--- config.mk ---
export PLATFORM = sky130hd
export DESIGN_NAME = jtgng_sdram_arb
export DESIGN_NICKNAME = d
export VERILOG_FILES = /design/src/rtl/jtgng_sdram_arb.sv
export SDC_FILE = /design/constraint.sdc
export NUM_CORES = 1
export LEC_CHECK = 0
export CORE_UTILIZATION = 40
export DETAILED_ROUTE_END_ITERATION = 8
export PLACE_DENSITY = 0.67
export SLEW_MARGIN = 20
export SYNTH_ARGS = -nofsm -noshare
export SYNTH_HDL_FRONTEND = slang
export SYNTH_SLANG_ARGS = --single-unit
--- constraint.sdc ---
create_clock -name clk -period 13 [get_ports clk]
set_clock_uncertainty 0.15 [all_clocks]
set_input_delay 1.3 -clock clk [delete_from_list [all_inputs] [get_ports clk]]
set_output_delay 1.3 -clock clk [all_outputs]
set_load 0.02 [all_outputs]
--- src/rtl/jtgng_sdram_arb.sv ---
// -----------------------------------------------------------------------------
// jtgng_sdram_arb
// Round-robin arbiter sharing one SDRAM read controller among four ROM slots.
// Each slot keeps a one-word cache (valid, tag, data) so repeated reads of the
// same address are served without touching the SDRAM.
//
// Ports
//   clk, rst            system clock, asynchronous active-high reset
//   downloading         ROM download in progress: arbiter idles, caches flushed
//   loop_rst            controller initialising: same effect as downloading
//   slotN_cs/addr       slot N request and word address (before OFFSETN)
//   slotN_dout/ok       slot N cached word and "dout valid for current addr"
//   read_req/sdram_addr request and address towards the SDRAM controller
//   sdram_ack           controller accepted the request (1-cycle pulse)
//   data_rdy/data_read  controller read complete and its data
//   refresh_en          controller may run autorefresh
// -----------------------------------------------------------------------------
module jtgng_sdram_arb #(
    parameter logic [21:0] OFFSET0  = 22'h0,
    parameter logic [21:0] OFFSET1  = 22'h0,
    parameter logic [21:0] OFFSET2  = 22'h0,
    parameter logic [21:0] OFFSET3  = 22'h0,
    parameter int          DATA_LAT = 1
) (
    input  logic        clk,
    input  logic        rst,
    input  logic        downloading,
    input  logic        loop_rst,
    input  logic        slot0_cs,
    input  logic [21:0] slot0_addr,
    output logic [31:0] slot0_dout,
    output logic        slot0_ok,
    input  logic        slot1_cs,
    input  logic [21:0] slot1_addr,
    output logic [31:0] slot1_dout,
    output logic        slot1_ok,
    input  logic        slot2_cs,
    input  logic [21:0] slot2_addr,
    output logic [31:0] slot2_dout,
    output logic        slot2_ok,
    input  logic        slot3_cs,
    input  logic [21:0] slot3_addr,
    output logic [31:0] slot3_dout,
    output logic        slot3_ok,
    output logic        read_req,
    output logic [21:0] sdram_addr,
    input  logic        sdram_ack,
    input  logic        data_rdy,
    input  logic [31:0] data_read,
    output logic        refresh_en
);

    typedef enum logic [1:0] {
        ST_IDLE = 2'd0,
        ST_REQ  = 2'd1,
        ST_WAIT = 2'd2,
        ST_LAT  = 2'd3
    } state_t;

    state_t      r_state;
    state_t      w_next;

    logic        w_halt;
    logic [3:0]  w_cs;
    logic [3:0]  w_hit;
    logic [3:0]  w_pend;
    logic [21:0] w_addr [4];

    logic [3:0]  r_valid;
    logic [21:0] r_tag  [4];
    logic [31:0] r_data [4];

    logic [1:0]  r_rr;
    logic [1:0]  r_gnt;
    logic [1:0]  r_cnt;
    logic        r_read_req;
    logic [21:0] r_sdram_addr;
    logic        r_refresh_en;

    logic        w_found;
    logic [1:0]  w_grant;
    logic [1:0]  w_idx;
    logic        w_do_grant;
    logic        w_capture;
    logic        w_load_lat;

    assign w_halt = downloading | loop_rst;
    assign w_cs   = {slot3_cs, slot2_cs, slot1_cs, slot0_cs};

    // Offsets wrap naturally in 22 bits
    assign w_addr[0] = slot0_addr + OFFSET0;
    assign w_addr[1] = slot1_addr + OFFSET1;
    assign w_addr[2] = slot2_addr + OFFSET2;
    assign w_addr[3] = slot3_addr + OFFSET3;

    assign slot0_dout = r_data[0];
    assign slot1_dout = r_data[1];
    assign slot2_dout = r_data[2];
    assign slot3_dout = r_data[3];
    assign slot0_ok   = w_cs[0] & w_hit[0];
    assign slot1_ok   = w_cs[1] & w_hit[1];
    assign slot2_ok   = w_cs[2] & w_hit[2];
    assign slot3_ok   = w_cs[3] & w_hit[3];

    assign read_req   = r_read_req;
    assign sdram_addr = r_sdram_addr;
    assign refresh_en = r_refresh_en;

    // Cache hit and pending-miss flags per slot
    always_comb begin
        w_hit  = 4'd0;
        w_pend = 4'd0;
        for (int i = 0; i < 4; i++) begin
            w_hit[i]  = r_valid[i] & (r_tag[i] == w_addr[i]);
            w_pend[i] = w_cs[i] & ~w_hit[i];
        end
    end

    // Round-robin search starting at the slot after the last grant
    always_comb begin
        w_found = 1'b0;
        w_grant = r_rr;
        w_idx   = 2'd0;
        for (int k = 1; k <= 4; k++) begin
            w_idx = r_rr + 2'(k);
            if (!w_found && w_pend[w_idx]) begin
                w_found = 1'b1;
                w_grant = w_idx;
            end else begin
                w_grant = w_grant;
            end
        end
    end

    // FSM state register
    always_ff @(posedge clk or posedge rst) begin
        if (rst) begin
            r_state <= ST_IDLE;
        end else begin
            r_state <= w_next;
        end
    end

    // FSM next state and transaction strobes
    always_comb begin
        w_next     = r_state;
        w_do_grant = 1'b0;
        w_capture  = 1'b0;
        w_load_lat = 1'b0;
        if (w_halt) begin
            w_next = ST_IDLE;
        end else begin
            case (r_state)
                ST_IDLE: begin
                    if (w_found) begin
                        w_do_grant = 1'b1;
                        w_next     = ST_REQ;
                    end else begin
                        w_next = ST_IDLE;
                    end
                end
                ST_REQ: begin
                    if (sdram_ack) begin
                        w_next = ST_WAIT;
                    end else begin
                        w_next = ST_REQ;
                    end
                end
                ST_WAIT: begin
                    if (data_rdy) begin
                        if (DATA_LAT == 0) begin
                            w_capture = 1'b1;
                            w_next    = ST_IDLE;
                        end else begin
                            w_load_lat = 1'b1;
                            w_next     = ST_LAT;
                        end
                    end else begin
                        w_next = ST_WAIT;
                    end
                end
                ST_LAT: begin
                    if (r_cnt == 2'd1) begin
                        w_capture = 1'b1;
                        w_next    = ST_IDLE;
                    end else begin
                        w_next = ST_LAT;
                    end
                end
                default: begin
                    w_next = ST_IDLE;
                end
            endcase
        end
    end

    // Request path, round-robin pointer, latency counter and refresh permit
    always_ff @(posedge clk or posedge rst) begin
        if (rst) begin
            r_read_req   <= 1'b0;
            r_sdram_addr <= 22'd0;
            r_rr         <= 2'd3;
            r_gnt        <= 2'd0;
            r_cnt        <= 2'd0;
            r_refresh_en <= 1'b0;
        end else begin
            // read_req is high exactly while the FSM sits in REQ
            r_read_req   <= (w_next == ST_REQ);
            r_refresh_en <= (r_state == ST_IDLE) && (w_pend == 4'd0) && !w_halt;
            if (w_do_grant) begin
                r_sdram_addr <= w_addr[w_grant];
                r_rr         <= w_grant;
                r_gnt        <= w_grant;
            end
            if (w_load_lat) begin
                r_cnt <= 2'(DATA_LAT);
            end else if (r_state == ST_LAT) begin
                r_cnt <= r_cnt - 2'd1;
            end
        end
    end

    // Per-slot cache; tag is the address actually issued, not the current one
    always_ff @(posedge clk or posedge rst) begin
        if (rst) begin
            r_valid <= 4'd0;
            for (int i = 0; i < 4; i++) begin
                r_tag[i]  <= 22'd0;
                r_data[i] <= 32'd0;
            end
        end else if (w_halt) begin
            r_valid <= 4'd0;
        end else if (w_capture) begin
            r_valid[r_gnt] <= 1'b1;
            r_tag[r_gnt]   <= r_sdram_addr;
            r_data[r_gnt]  <= data_read;
        end
    end

endmodule

==> results of run 1 <==
[stage by stage]
| stage | utilization [%] | std cells |
|---|---|---|
| 2_1_floorplan | - | 778 |
| 3_3_place_gp | 52.91 | 1407 |
| 3_5_place_dp | 52.91 | 1407 |
| 4_1_cts | 56.12 | 1456 |
| 5_1_grt | 56.12 | 1456 |
| 6_report | 56.14 | 1458 |
[cell usage after synthesis, drive strengths merged (2+ instances only)]
cell type and count:
buf 11, a21boi 3, a31oi 2, a21oi 4, xnor2 75, xor2 13
dfrtp 250, o221ai 22, nand3 4, nand4 20, nor2 5, mux2 217
nor3 4, and3 3, nor4 8, nand2 37, dfstp 2, mux2i 46
nor2b 4, clkbuf 24, inv 7, or2 2, nor3b 2
[layout make-up]
type	instances	area (um2)
Timing Repair Buffer	292	2905
Antenna cell	2	5.005
Fill cell	2354	11920
Inverter	7	33.78
Multi-Input combinational cell	484	4666
Tap cell	372	465.4
Clock buffer	44	822.0
Sequential cell	252	6309
Clock inverter	5	50.05
[registers in the layout (all words and copies together), names as in the netlist]
signal	cells
sdram_addr	22
r_valid	4
r_cnt	2
slot1_dout	32
read_req	1
slot2_dout	32
r_rr	2
r_tag	88
r_gnt	2
slot0_dout	32
refresh_en	1
slot3_dout	32
r_state	2
[kinds of logic (layout without fill, tap and decap cells)]
group                      Yosys count  in the layout  share of synthesized area (%)
buffers and inverters               42            348                          2.172
and+or+nand+nor                     93             93                          4.545
DFF                                252            252                          56.44
muxes                              263            263                          25.98
other                                0              2                              0
adders and majority gates            1              1                         0.1119
xor gates and xnor gates            88             88                          6.895
AOI/OAI and AO/OA                   39             39                          3.862
[report_power, final]
part	internal, mW	switching, mW
Clock	0.449	0.310
Combinational	0.186	0.208
Sequential	0.828	0.0721
Total	1.46	0.590
[critical path, stage by stage]
cell             delay [ns]
clkdlybuf4s50_1        0.44
xnor2_1                0.37
nand4_1                0.24
nor4_2                 0.36
nand3_1                0.14
nor2_1                 0.20
clkdlybuf4s50_1        0.65
[worst paths after layout]
| check | depth (start not counted) | end | start | slack [ns] |
|---|---|---|---|---|
| hold / removal | 2 | r_valid[1] | r_valid[1] | 0.33 |
| max in group asynchronous | 4 | r_tag[0] | rst | 9.25 |
| min in group asynchronous | 2 | slot1_dout[24] | rst | 1.21 |
| setup reg to reg | 9 | sdram_addr[20] | r_tag[83] | 9.21 |
| setup / recovery | 7 | slot0_ok | slot0_addr[17] | 7.84 |
| hold reg to reg | 2 | r_valid[1] | r_valid[1] | 0.33 |
[layer usage]
layer  vias up  global-route usage [%]  share of wire (%)
met1      3716                   28.76                 43
met4         6                   6.698                2.4
met2       279                   35.16                 45
li1       3361                       -                  -
met3        51                   7.673                9.2
met5         -                       0               0.14
==> metrics.md, run 1 <==
| Metric | Value |
|---|---|
| Status | `complete, no violations` |
| TritonCTS Buffers | `28` |
| Net Count, Synth | `909` |
| DRT Pass-1 Iters | `4` |
| Worst-margin pin slew | `0.9952 ns` |
| Fmax | `0.1937 GHz` |
| CTS Sinks | `252` |
| Max-cap violations | `0` |
| Hold Slack | `0.3265 ns` |
| Post-synthesis sequential area ratio | `56.44%` |
| Number of synthesized flops with an enable pin | `0` |
| Boundary pin count | `286` |
| Critical path arrival | `3.71 ns` |
| Area Growth Syn to Fin | `36.48%` |
| Rows | `60` |
| Vias in the first global route | `8106` |
| Initial drt markers | `316` |
| Core Area | `27180 um2` |
| WL per Instance | `21.63 um` |
| Setup CP Type | `primary input to primary output` |
| Final hold vios | `0` |
| WP data required | `11.55 ns` |
| Commonest non-fill, non-tap cells in the layout | `clkdlybuf4s50_1 (285), dfrtp_1 (250), mux2_2 (217), xnor2_1 (75), mux2i_1 (46)` |
| # DRC | `0` |
| Layout cells sized above 1 | `27.49%` |
| Resize count post-CTS | `0` |
| Nets | `1196` |
| Post-CTS Hold Fix Bufs | `0` |
| Syn Std Cell Area | `11180 um2` |
| Die Span Y | `169.2 um` |
| #FFs+latches synth | `252` |
| Clock Tree Root | `clkbuf_16` |
| Total chip power | `2.054 mW` |
| RePlAce Congestion | `0.7985` |
| Leakage Power | `7.076 nW` |
| CTS tree | `done` |
| Synth top area cells | `dfrtp_1 (56%), mux2_2 (22%), xnor2_1 (5.9%)` |
| RSZ-0062 raised after global routing | `false` |
| Post-Route WL | `31.53 mm` |
| IO Port Bufs | `285` |
| Vias | `7413` |
| Area leader, netlist | `dfrtp_1` |
| Crit path launch type | `primary input` |
| Top-area cell type share of the netlist area | `55.97%` |
| Longest Clk Path Bufs | `3` |
| Final TNS setup | `0 ns` |
| Most common cell after layout, fill and taps aside | `clkdlybuf4s50_1` |
| CP Max Fanout | `2` |
| # Post-CTS Setup Buffers | `0` |
| Area after DPL | `14380 um2` |
| FFs w/ async S/R, synth | `100.0%` |
| Fin area | `15260 um2` |
| Total track usage | `22.23%` |
| Worst hold path type | `flop to flop` |
| Netlist cell types | `46` |
| Yosys warnings | `0` |
| Period utilization | `39.71%` |
| Pre-CTS WS | `7.876 ns` |
| VDD IR max | `0.09951 mV` |
| Vias per cell | `5.084` |
| GRT overflow | `0` |
| Post-route minimum period | `5.163 ns` |
| Finish-stage setup viols | `0` |
| Post-synth top flop | `dfrtp_1` |
| Final setup margin | `7.837 ns` |
| Die area | `28620 um2` |
| Post-Syn Area per Cell | `14.37 um2` |
| Initial antenna violation count | `6` |
| ANT nets after route | `0` |
| Syn Inst Count | `778` |
| First-pass GRT wire length | `48.09 mm` |
| Final slew viol count | `0` |
| Hpwl dp | `21.94 mm` |
| Clock latency on the worst-skew pair | `0.54 ns` |
| CP Capture Type | `primary output` |
| Clk slew on worst S/H paths | `0.06 ns` |
| Rel. slew slack | `33.65%` |
| Largest net degree at the start of global routing | `124` |
| Initial core utilization | `41.13%` |
| Die width | `169.2 um` |
| H-tree levels | `1` |
| Pwr Density | `134.7 nW/um2` |
No activity file was read; power rests on OpenSTA's default activity.
==> run 2, diff against run 1 <==
==> constraint.sdc (replaced) <==
create_clock -name clk -period 5.3 [get_ports clk]
set_clock_uncertainty 0.15 [all_clocks]
set_input_delay 0.53 -clock clk [delete_from_list [all_inputs] [get_ports clk]]
set_output_delay 0.53 -clock clk [all_outputs]
set_load 0.02 [all_outputs]
==> run 2 against run 1 <==
  * Total power up 140%
  * Wire length down 0.49%
  * Hold slack got worse by 0.0012 ns
  * Global-route usage decreased by 0.13 points
  * Final area grew 0.35%
  * Register-to-register slack lost 7.6 ns
  * Clock power up 140%
  * Critical endpoint is now sdram_addr[20]
  * Largest power group unchanged
==> metrics.md, run 2 (synthesized netlist as in run 1, its figures left out) <==
| Metric | Value |
|---|---|
| Vias | `7459 (+0.62%)` |
| First-pass GRT wire length | `47.92 mm (-0.35%)` |
| H-tree levels | `1 (unchanged)` |
| CTS tree | `done` |
| Commonest non-fill, non-tap cells in the layout | `clkdlybuf4s50_1 (285), dfrtp_1 (250), mux2_2 (217), xnor2_1 (75), mux2i_1 (46)` |
| Crit path launch type | `primary input` |
| Area Growth Syn to Fin | `36.96%` |
| Leakage Power | `7.097 nW (+0.30%)` |
| Final core utilization | `56.34% (+0.20 points)` |
| Initial drt markers | `314 (-0.63%)` |
| Initial core utilization | `41.13% (unchanged)` |
| WHS Endpoint | `r_valid[0]` |
| Worst-margin pin slew | `1.068 ns (+0.07275 ns)` |
| Status | `complete, no violations` |
| Critical path arrival | `4.01 ns (+0.30 ns)` |
| Die area | `28620 um2 (unchanged)` |
| # DRC | `0 (unchanged)` |
| Boundary pin count | `286 (unchanged)` |
| CP Capture Type | `flop` |
| # Post-CTS Setup Buffers | `0 (unchanged)` |
| Vias in the first global route | `8002 (-1.3%)` |
| Worst hold path type | `flop to flop` |
| Longest Clk Path Bufs | `3 (unchanged)` |
| RePlAce Congestion | `0.7989 (about the same)` |
| Resize count post-CTS | `0 (unchanged)` |
| Post-route minimum period | `3.782 ns` |
| Post-Route WL | `31.38 mm (-0.49%)` |
| Clock Tree Root | `clkbuf_16` |
| Max-cap violations | `0 (unchanged)` |
| Reg with most FFs | `r_tag` |
| Layout cells sized above 1 | `27.97% (+0.48 points)` |
| Die Span Y | `169.2 um (unchanged)` |
| CTS Sinks | `252 (unchanged)` |
| Rel. slew slack | `28.80% (-4.8 points)` |
| Initial antenna violation count | `5 (-1)` |
| Final hold vios | `0 (unchanged)` |
| TritonCTS Buffers | `28 (unchanged)` |
| Core Area | `27180 um2 (unchanged)` |
| Clock latency on the worst-skew pair | `0.54 ns (about the same)` |
| Die width | `169.2 um (unchanged)` |
| RSZ-0062 raised after global routing | `false` |
| Rows | `60 (unchanged)` |
| Post-CTS Hold Fix Bufs | `0 (unchanged)` |
| Worst R2R Path Depth | `8 (-1)` |
| DRT Pass-1 Iters | `4 (unchanged)` |
| WL per Instance | `21.48 um (-0.70%)` |
| WP data required | `5.53 ns (-6.02 ns)` |
| RR Startpoint | `r_tag[2]` |
| Pwr Density | `327.8 nW/um2 (+140%)` |
| IO Port Bufs | `285 (unchanged)` |
| Clk slew on worst S/H paths | `0.06 ns (about the same)` |
| CP Max Fanout | `28 (+26)` |
| Hold path startpoint | `r_valid[0]` |
| Vias per cell | `5.105 (+0.41%)` |
| Largest net degree at the start of global routing | `111 (-10%)` |
| Final slew viol count | `0 (unchanged)` |
| Hold path depth | `1 (-1)` |
| GRT overflow | `0 (unchanged)` |
| R2R Path End | `sdram_addr[20]` |
| Final TNS setup | `0 ns (unchanged)` |
| VDD IR max | `0.2324 mV (+130%)` |
| Hpwl dp | `21.70 mm (-1.1%)` |
| Finish-stage setup viols | `0 (unchanged)` |
| Fmax | `0.2644 GHz` |
| Nets | `1200 (+0.33%)` |
| R2r setup slk | `1.59 ns (-7.62 ns)` |
| Setup CP Type | `primary input to flop` |
| Number of flip-flops in the largest register | `88 (unchanged)` |
| ANT nets after route | `0 (unchanged)` |
| Period utilization | `71.36%` |
| Most common cell after layout, fill and taps aside | `clkdlybuf4s50_1` |
| Total track usage | `22.10% (-0.13 points)` |
-- run 2: cell count changes in the layout (fill, tap and decap cells not counted), sizes merged --
cell,previous run,this run
clkinvlp,0,2
bufinv,1,0
clkinv,4,3
buf,7,11
inv,7,6
-- run 2: per-stage QoR --
stage	hold WS (ns)	worst slack [ns]	power [mW]	std cells	instance area (um2)
3_5_place_dp	0.3146	1.021	3.214	1411	14430
2_1_floorplan	0.2966	1.306	2.756	778	11180
4_1_cts	0.3281	1.560	5.081	1459	15300
6_report	0.3253	1.518	5.018	1461	15310
3_3_place_gp	0.3082	1.066	3.208	1411	14430
5_1_grt	0.3422	1.355	5.229	1459	15300
-- run 2: critical path, cell delays in order --
cell and delay, ns:
clkdlybuf4s50_1 0.45, xnor2_1 0.26, nand4_1 0.13, nor4_1 0.52, a21boi_1 0.27, or4_4 0.59, nand2_4 0.32, or2b_2 0.69
o221ai_1 0.23
-- run 2: layout make-up --
class	instances	area [um2]
antenna	2	5.005
clock buffer	44	852.1
clock inverter	4	22.52
fill	2283	11870
inverter	7	30.03
multi-input combinational	484	4666
sequential	252	6309
tap	372	465.4
timing repair buffer	296	2960
-- run 2: worst max path at each step --
stage / from / endpoint / slack (ns) / cells after the start
6_report: slot3_addr[2] / sdram_addr[20] / 1.52 / 9
5_1_grt: slot2_addr[15] / sdram_addr[20] / 1.35 / 9
3_5_place_dp: slot2_addr[15] / sdram_addr[19] / 1.02 / 9
2_1_floorplan: rst / r_cnt[0] / 1.31 / 1
3_3_place_gp: slot2_addr[15] / sdram_addr[19] / 1.07 / 9
4_1_cts: slot2_addr[15] / sdram_addr[19] / 1.56 / 9
-- run 2: report_power, final --
part | internal (mW) | total (mW) | switching, mW
logic | 0.462 | 0.964 | 0.502
registers | 2.03 | 2.21 | 0.174
clock network | 1.09 | 1.85 | 0.756
total | 3.59 | 5.02 | 1.43
-- run 2: metal layers --
metal  wire length [um]  GRT usage, %  part of all wire, %  vias up
met5                 38             0                 0.12        -
met4                676         6.189                  2.2        6
met3               2841         7.253                  9.1       48
met2              14140         34.68                   45      254
met1              13680         29.26                   44     3771
li1                   -             -                    -     3380
==> run 3, diff against run 2 <==
--- a/config.mk
+++ b/config.mk
@@ -7,7 +7,7 @@
 export LEC_CHECK = 0
 export CORE_UTILIZATION = 40
 export DETAILED_ROUTE_END_ITERATION = 8
-export PLACE_DENSITY = 0.67
+export PLACE_DENSITY = 0.7
 export SLEW_MARGIN = 20
 export SYNTH_ARGS = -nofsm -noshare
 export SYNTH_HDL_FRONTEND = slang
==> constraint.sdc (replaced) <==
create_clock -name clk -period 3.3 [get_ports clk]
set_clock_uncertainty 0.15 [all_clocks]
set_input_delay 0.33 -clock clk [delete_from_list [all_inputs] [get_ports clk]]
set_output_delay 0.33 -clock clk [all_outputs]
set_load 0.02 [all_outputs]
==> run 3 against run 2 <==
  * First-iteration DRC count is 5.4% higher
  * Critical endpoint is now slot1_ok
  * Hold slack worse by 0.25 ns
  * Clock power is 78% higher
  * Utilization is 1.6 points higher
==> metrics.md, run 3 (synthesized netlist as in run 1, its figures left out) <==
| Metric | Value |
|---|---|
| CTS tree | `done` |
| Final slew viol count | `0 (unchanged)` |
| Pre-CTS WS | `-0.1308 ns (-1.152 ns)` |
| Rows | `60 (unchanged)` |
| GRT overflow | `0 (unchanged)` |
| Switch share | `27.60% (-0.94 points)` |
| Post-route minimum period | `3.219 ns` |
| Worst-margin pin slew | `0.9151 ns (-0.1529 ns)` |
| Internal power | `6.170 mW (+72%)` |
| Die Span Y | `169.2 um (unchanged)` |
| Number of diodes | `0 (-2)` |
| Number of flip-flops in the largest register | `88 (unchanged)` |
| IO Port Bufs | `285 (unchanged)` |
| DRT Pass-1 Iters | `4 (unchanged)` |
| Longest Clk Path Bufs | `3 (unchanged)` |
| CP Capture Type | `primary output` |
| # DRC | `0 (unchanged)` |
| Die width | `169.2 um (unchanged)` |
| Vias | `7567 (+1.4%)` |
| Post-CTS Hold Fix Bufs | `0 (unchanged)` |
| Initial core utilization | `41.13% (unchanged)` |
| Hpwl dp | `22.29 mm (+2.7%)` |
| Final hold vios | `0 (unchanged)` |
| Core Area | `27180 um2 (unchanged)` |
| Clk network pwr share | `38.7% (+1.9 points)` |
| Fmax | `0.3107 GHz` |
| Vias in the first global route | `8228 (+2.8%)` |
| Period utilization | `97.54%` |
| TritonCTS Buffers | `29 (+3.6%)` |
| Finish-stage setup viols | `0 (unchanged)` |
| R2r setup slk | `0.26 ns (-1.33 ns)` |
| Commonest non-fill, non-tap cells in the layout | `clkdlybuf4s50_1 (285), dfrtp_1 (250), mux2_2 (217), xnor2_1 (74), mux2i_1 (46)` |
| Total track usage | `22.24% (+0.14 points)` |
| Boundary pin count | `286 (unchanged)` |
| Clock Tree Root | `clkbuf_16` |
| Layout cells sized above 1 | `29.92% (+2.0 points)` |
| FILL cells | `2289 (+0.26%)` |
| Nets | `1225 (+2.1%)` |
| WL per Instance | `21.11 um (-1.7%)` |
| VDD IR max | `0.4048 mV (+74%)` |
| Status | `complete, no violations` |
| Vias per cell | `5.096 (-0.19%)` |
| Flop pwr share | `41.6% (-2.4 points)` |
| Resize count post-CTS | `0 (unchanged)` |
| Final setup margin | `0.08103 ns (-1.437 ns)` |
| Largest net degree at the start of global routing | `71 (-36%)` |
| Critical path arrival | `2.74 ns (-1.27 ns)` |
| Final TNS setup | `0 ns (unchanged)` |
| CTS Sinks | `252 (unchanged)` |
| Post-Route WL | `31.35 mm (about the same)` |
| ANT nets after route | `0 (unchanged)` |
| # Post-CTS Setup Buffers | `0 (unchanged)` |
| Leakage Power | `7.321 nW (+3.1%)` |
| Clock latency on the worst-skew pair | `0.55 ns (about the same)` |
| RR Startpoint | `r_tag[63]` |
| WP data required | `2.82 ns (-2.71 ns)` |
| Initial drt markers | `331 (+5.4%)` |
| H-tree levels | `1 (unchanged)` |
| Total chip power | `8.522 mW (+70%)` |
| Max-cap violations | `0 (unchanged)` |
| RSZ-0062 raised after global routing | `false` |
| Worst hold path type | `primary input to async pin` |
| Reg with most FFs | `r_tag` |
| R2R Path End | `sdram_addr[5]` |
| Worst R2R Path Depth | `10 (+2)` |
| Most common cell after layout, fill and taps aside | `clkdlybuf4s50_1` |
| First-pass GRT wire length | `48.47 mm (+1.1%)` |
| Area Growth Syn to Fin | `40.84%` |
| Clk slew on worst S/H paths | `0.06 ns (about the same)` |
| Net Switching | `2.352 mW (+64%)` |
| Pwr Density | `541.3 nW/um2 (+65%)` |
| Crit path launch type | `flop` |
| Rel. slew slack | `39.00% (+10 points)` |
| Setup CP Type | `flop to primary output` |
| Setup crit start | `r_tag[63]` |
| CP Max Fanout | `3 (-89%)` |
| Hold Slack | `0.07543 ns (-0.2499 ns)` |
| Comb pwr share | `19.7% (+0.5 points)` |
| RePlAce Congestion | `0.8989 (+13%)` |
| Initial antenna violation count | `6 (+1)` |
| Die area | `28620 um2 (unchanged)` |
run 3: per-stage QoR:
step	area (um2)	std cells	util, %
floorplan	11180	778	-
global placement	14750	1435	54.27
detailed placement	14750	1435	54.27
CTS	15720	1485	57.86
global route	15740	1485	57.93
finish	15740	1485	57.93
run 3: how the worst max path moves through the flow:
stage / endpoint / slack [ns] / cells past startpoint
global placement: sdram_addr[5] / -0.09 / 11
finish: slot1_ok / 0.08 / 5
CTS: slot0_ok / 0.03 / 6
floorplan: r_cnt[0] / -0.49 / 1
detailed placement: sdram_addr[5] / -0.13 / 11
global route: slot1_ok / 0.02 / 5
run 3: critical path: stages, from the launching register on:
cell	delay (ns)
dfrtp_1	0.38
xnor2_1	0.25
nand4_1	0.24
nor4_2	0.47
and3_1	0.24
clkdlybuf4s50_1	0.62
run 3: power groups by stage:
stage               Combinational (mW)  Sequential (mW)  Clock, mW
floorplan                        0.770             3.66          0
global placement                  1.67             3.59          0
detailed placement                1.69             3.60          0
CTS                               1.70             3.55       3.38
global route                      1.80             3.59       3.50
finish                            1.68             3.55       3.29
run 3: layer usage:
layer | vias up | GRT usage (%) | routed length (um) | part of all wire, %
met3 | 73 | 6.157 | 2341 | 7.5
met4 | 10 | 7.090 | 912 | 2.9
met5 | - | 0 | 58 | 0.19
met2 | 247 | 36.59 | 14760 | 47
met1 | 3815 | 28.42 | 13280 | 42
li1 | 3422 | - | - | -
run 3: cell type report:
| cell class | count | area (um2) | area share [%] |
|---|---|---|---|
| Clock buffer | 43 | 838.3 | 5.325 |
| Clock inverter | 7 | 137.6 | 0.8742 |
| Inverter | 7 | 30.03 | 0.1907 |
| Multi-Input combinational cell | 484 | 4686 | 29.76 |
| Sequential cell | 252 | 6309 | 40.07 |
| Tap cell | 372 | 465.4 | 2.956 |
| Timing Repair Buffer | 320 | 3278 | 20.82 |
==> edit (config.mk and constraints of run 3) <==
Encoding of `state_t`: now one-hot (4 bits for 4 states).
--- a/src/rtl/jtgng_sdram_arb.sv
+++ b/src/rtl/jtgng_sdram_arb.sv
@@ -52,7 +52,7 @@
 
-    typedef enum logic [1:0] {
-        ST_IDLE = 2'd0,
-        ST_REQ  = 2'd1,
-        ST_WAIT = 2'd2,
-        ST_LAT  = 2'd3
+    typedef enum logic [3:0] {
+        ST_IDLE = 4'b0001,
+        ST_REQ  = 4'b0010,
+        ST_WAIT = 4'b0100,
+        ST_LAT  = 4'b1000
     } state_t;
Check against the original RTL: no difference found for any inputs over 4 cycles, from zero or initial values and one cycle with rst high; so few cycles prove little.
==> edit against run 3 <==
  * Setup slack gained 0.013 ns
  * Sequential share of layout area shrank 0.57 points
  * Total power shrank 0.14%
  * Die area grew 1.1%
  * Final area grew 2.3%
  * Wire length grew 2.8%
  * Critical path depth grew 4
  * Non-clock buffer count grew 17
  * First-iteration DRC count shrank 8.2%
  * Synthesized area grew 1.2%
  * Fmax grew 0.39%
  * Sequential cell count grew 2
  * Critical endpoint is now sdram_addr[15]
==> edit: results (changes against run 3) <==
* RD Place Congestion at 0.839 (-6.7%)
* Wire length on met2 at 15400 um (+4.4%)
* Seq/Total Area, Yosys at 56.2% (-0.20 points)
* Post-Layout Cell Count at 1526 (+2.8%)
* Wl on met1 at 13400 um (+0.73%)
* CP arrival at 3.47 ns (+0.73 ns)
* Number of global-route vias before repair at 8465 (+2.9%)
* CTS Buf Count at 28 (-3.4%)
* Non-clk buf share at 21.1% (+0.32 points)
* H-tree depth at 1 (unchanged)
* Multi-input combinational area share at 30.4% (+0.64 points)
* Met1 Resource Use GR at 28.2% (-0.24 points)
* Dpl cell area at 15000 um^2 (+1.4%)
* ClkCell Share at 5.80% (-0.39 points)
* Leak Pwr at 7.43 nW (+1.4%)
* Initial antenna violation count at 3 (-3)
* Seq cells post-synth at 254 (+0.79%)
* Area contributors post-synth: dfrtp_1, mux2_2, xnor2_1
* Most flops, register: r_tag
* Post-synthesis net count at 924 (+1.7%)
* Worst-Margin Slew at 0.547 ns (-0.369 ns)
* Asr flop ratio synth at 100% (unchanged)
* Comb_multi_in at 497 (+2.7%)
* Starting DRT DRC Count at 304 (-8.2%)
* Pre-CTS setup slack at -0.447 ns (-0.317 ns)
* Fill cells at 2309 (+0.87%)
* Top sig layer: met5
* Antenna Diode Count at 0 (unchanged)
* Critical-path maximum fanout at 12 (+9)
* Layout cells sized above 1 at 31.8% (+1.9 points)
* Commonest cells in the netlist: dfrtp_1, mux2_2, xnor2_1
* Largest net degree at the start of global routing at 87 (+23%)
* Met3 GRT Util at 6.86% (+0.70 points)
* Avg Inst Size Synth at 14.3 um^2 (-0.75%)
* Post-DP HPWL at 22900 um (+2.9%)
* Net count, final at 1257 (+2.6%)
* Non-clock buffers at 337 (+5.3%)
* Register area at 6360 um^2 (+0.81%)
* Outcome: complete, no violations
* Tot GR Track Use at 22.3% (+0.037 points)
* P&R area growth vs syn at 42.4%
* Max IR drop VDD at 0.000373 V (-7.9%)
* Met2 Track Usage GR at 37.0% (+0.42 points)
* Vias per cell at 5.18 (+1.7%)
* Tap Cells at 378 (+1.6%)
* Logic inverters at 8 (+1)
* Drt total wl at 32200 um (+2.8%)
* Global-route wire length before repair at 49100 um (+1.3%)
* Synth cell types at 44 (-4.3%)
* Wire length on met3 at 2710 um (+16%)
* CLK BUF at 44 (+2.3%)
* Hold Crit Class: in2async
==> edit: cell count changes in the layout (fill, tap and decap cells not counted), moves of 5 or more <==
cell,change
buf_4,+17
mux2i_1,-9
mux2i_2,+5
mux2i_4,+5
nand2_1,-5
nor2_1,+5
xnor2_1,-14
xor2_1,+13
==> edit: what timing repair did <==
item | 4_1_cts | 5_1_grt
setup endpoints to repair | 15 | 17
cloned | 1 | 0
resized for setup | 11 | 22
buffers inserted | 4 | 0
pin swaps | 5 | 6
==> edit: critical path, stage by stage (launching register included) <==
cell and delay (ns):
dfrtp_1 0.40, xnor2_2 0.19, nand2_1 0.09, or4_4 0.54
o41a_1 0.36, a31o_4 0.24, nor4_4 0.36, buf_4 0.32
mux2i_1 0.28, o221ai_2 0.13
==> edit: path summary, 6_finish.rpt <==
kind	startpoint	endpoint	slack, ns	cells after the start
worst max register to register	r_tag[0]	sdram_addr[15]	0.09	9
worst min register to register	r_valid[2]	r_valid[2]	0.33	2
worst min-delay path	rst	slot1_dout[22]	0.06	2
max in group asynchronous	rst	r_tag[31]	2.10	3
worst max-delay path	r_tag[0]	sdram_addr[15]	0.09	9
min in group clk	r_valid[2]	r_valid[2]	0.33	2
==> edit: kinds of logic after synthesis <==
group / Yosys count / share of synthesized area, %
multiplexers: 263 / 25.7
flip-flops: 254 / 56.2
AND/OR/NAND/NOR: 101 / 4.85
XOR/XNOR: 89 / 6.89
AO/OA/AOI/OAI: 43 / 4.08
buffers and inverters: 42 / 2.16
adder cells (fa/ha/maj): 1 / 0.111
==> edit: where the power goes <==
group | internal (mW) | switching [mW] | leakage, nW | total, mW
Combinational | 0.927 | 0.862 | 3.48 | 1.79
Clock | 1.88 | 1.28 | 0.457 | 3.16
Sequential | 3.28 | 0.283 | 3.49 | 3.56
Total | 6.09 | 2.42 | 7.43 | 8.51
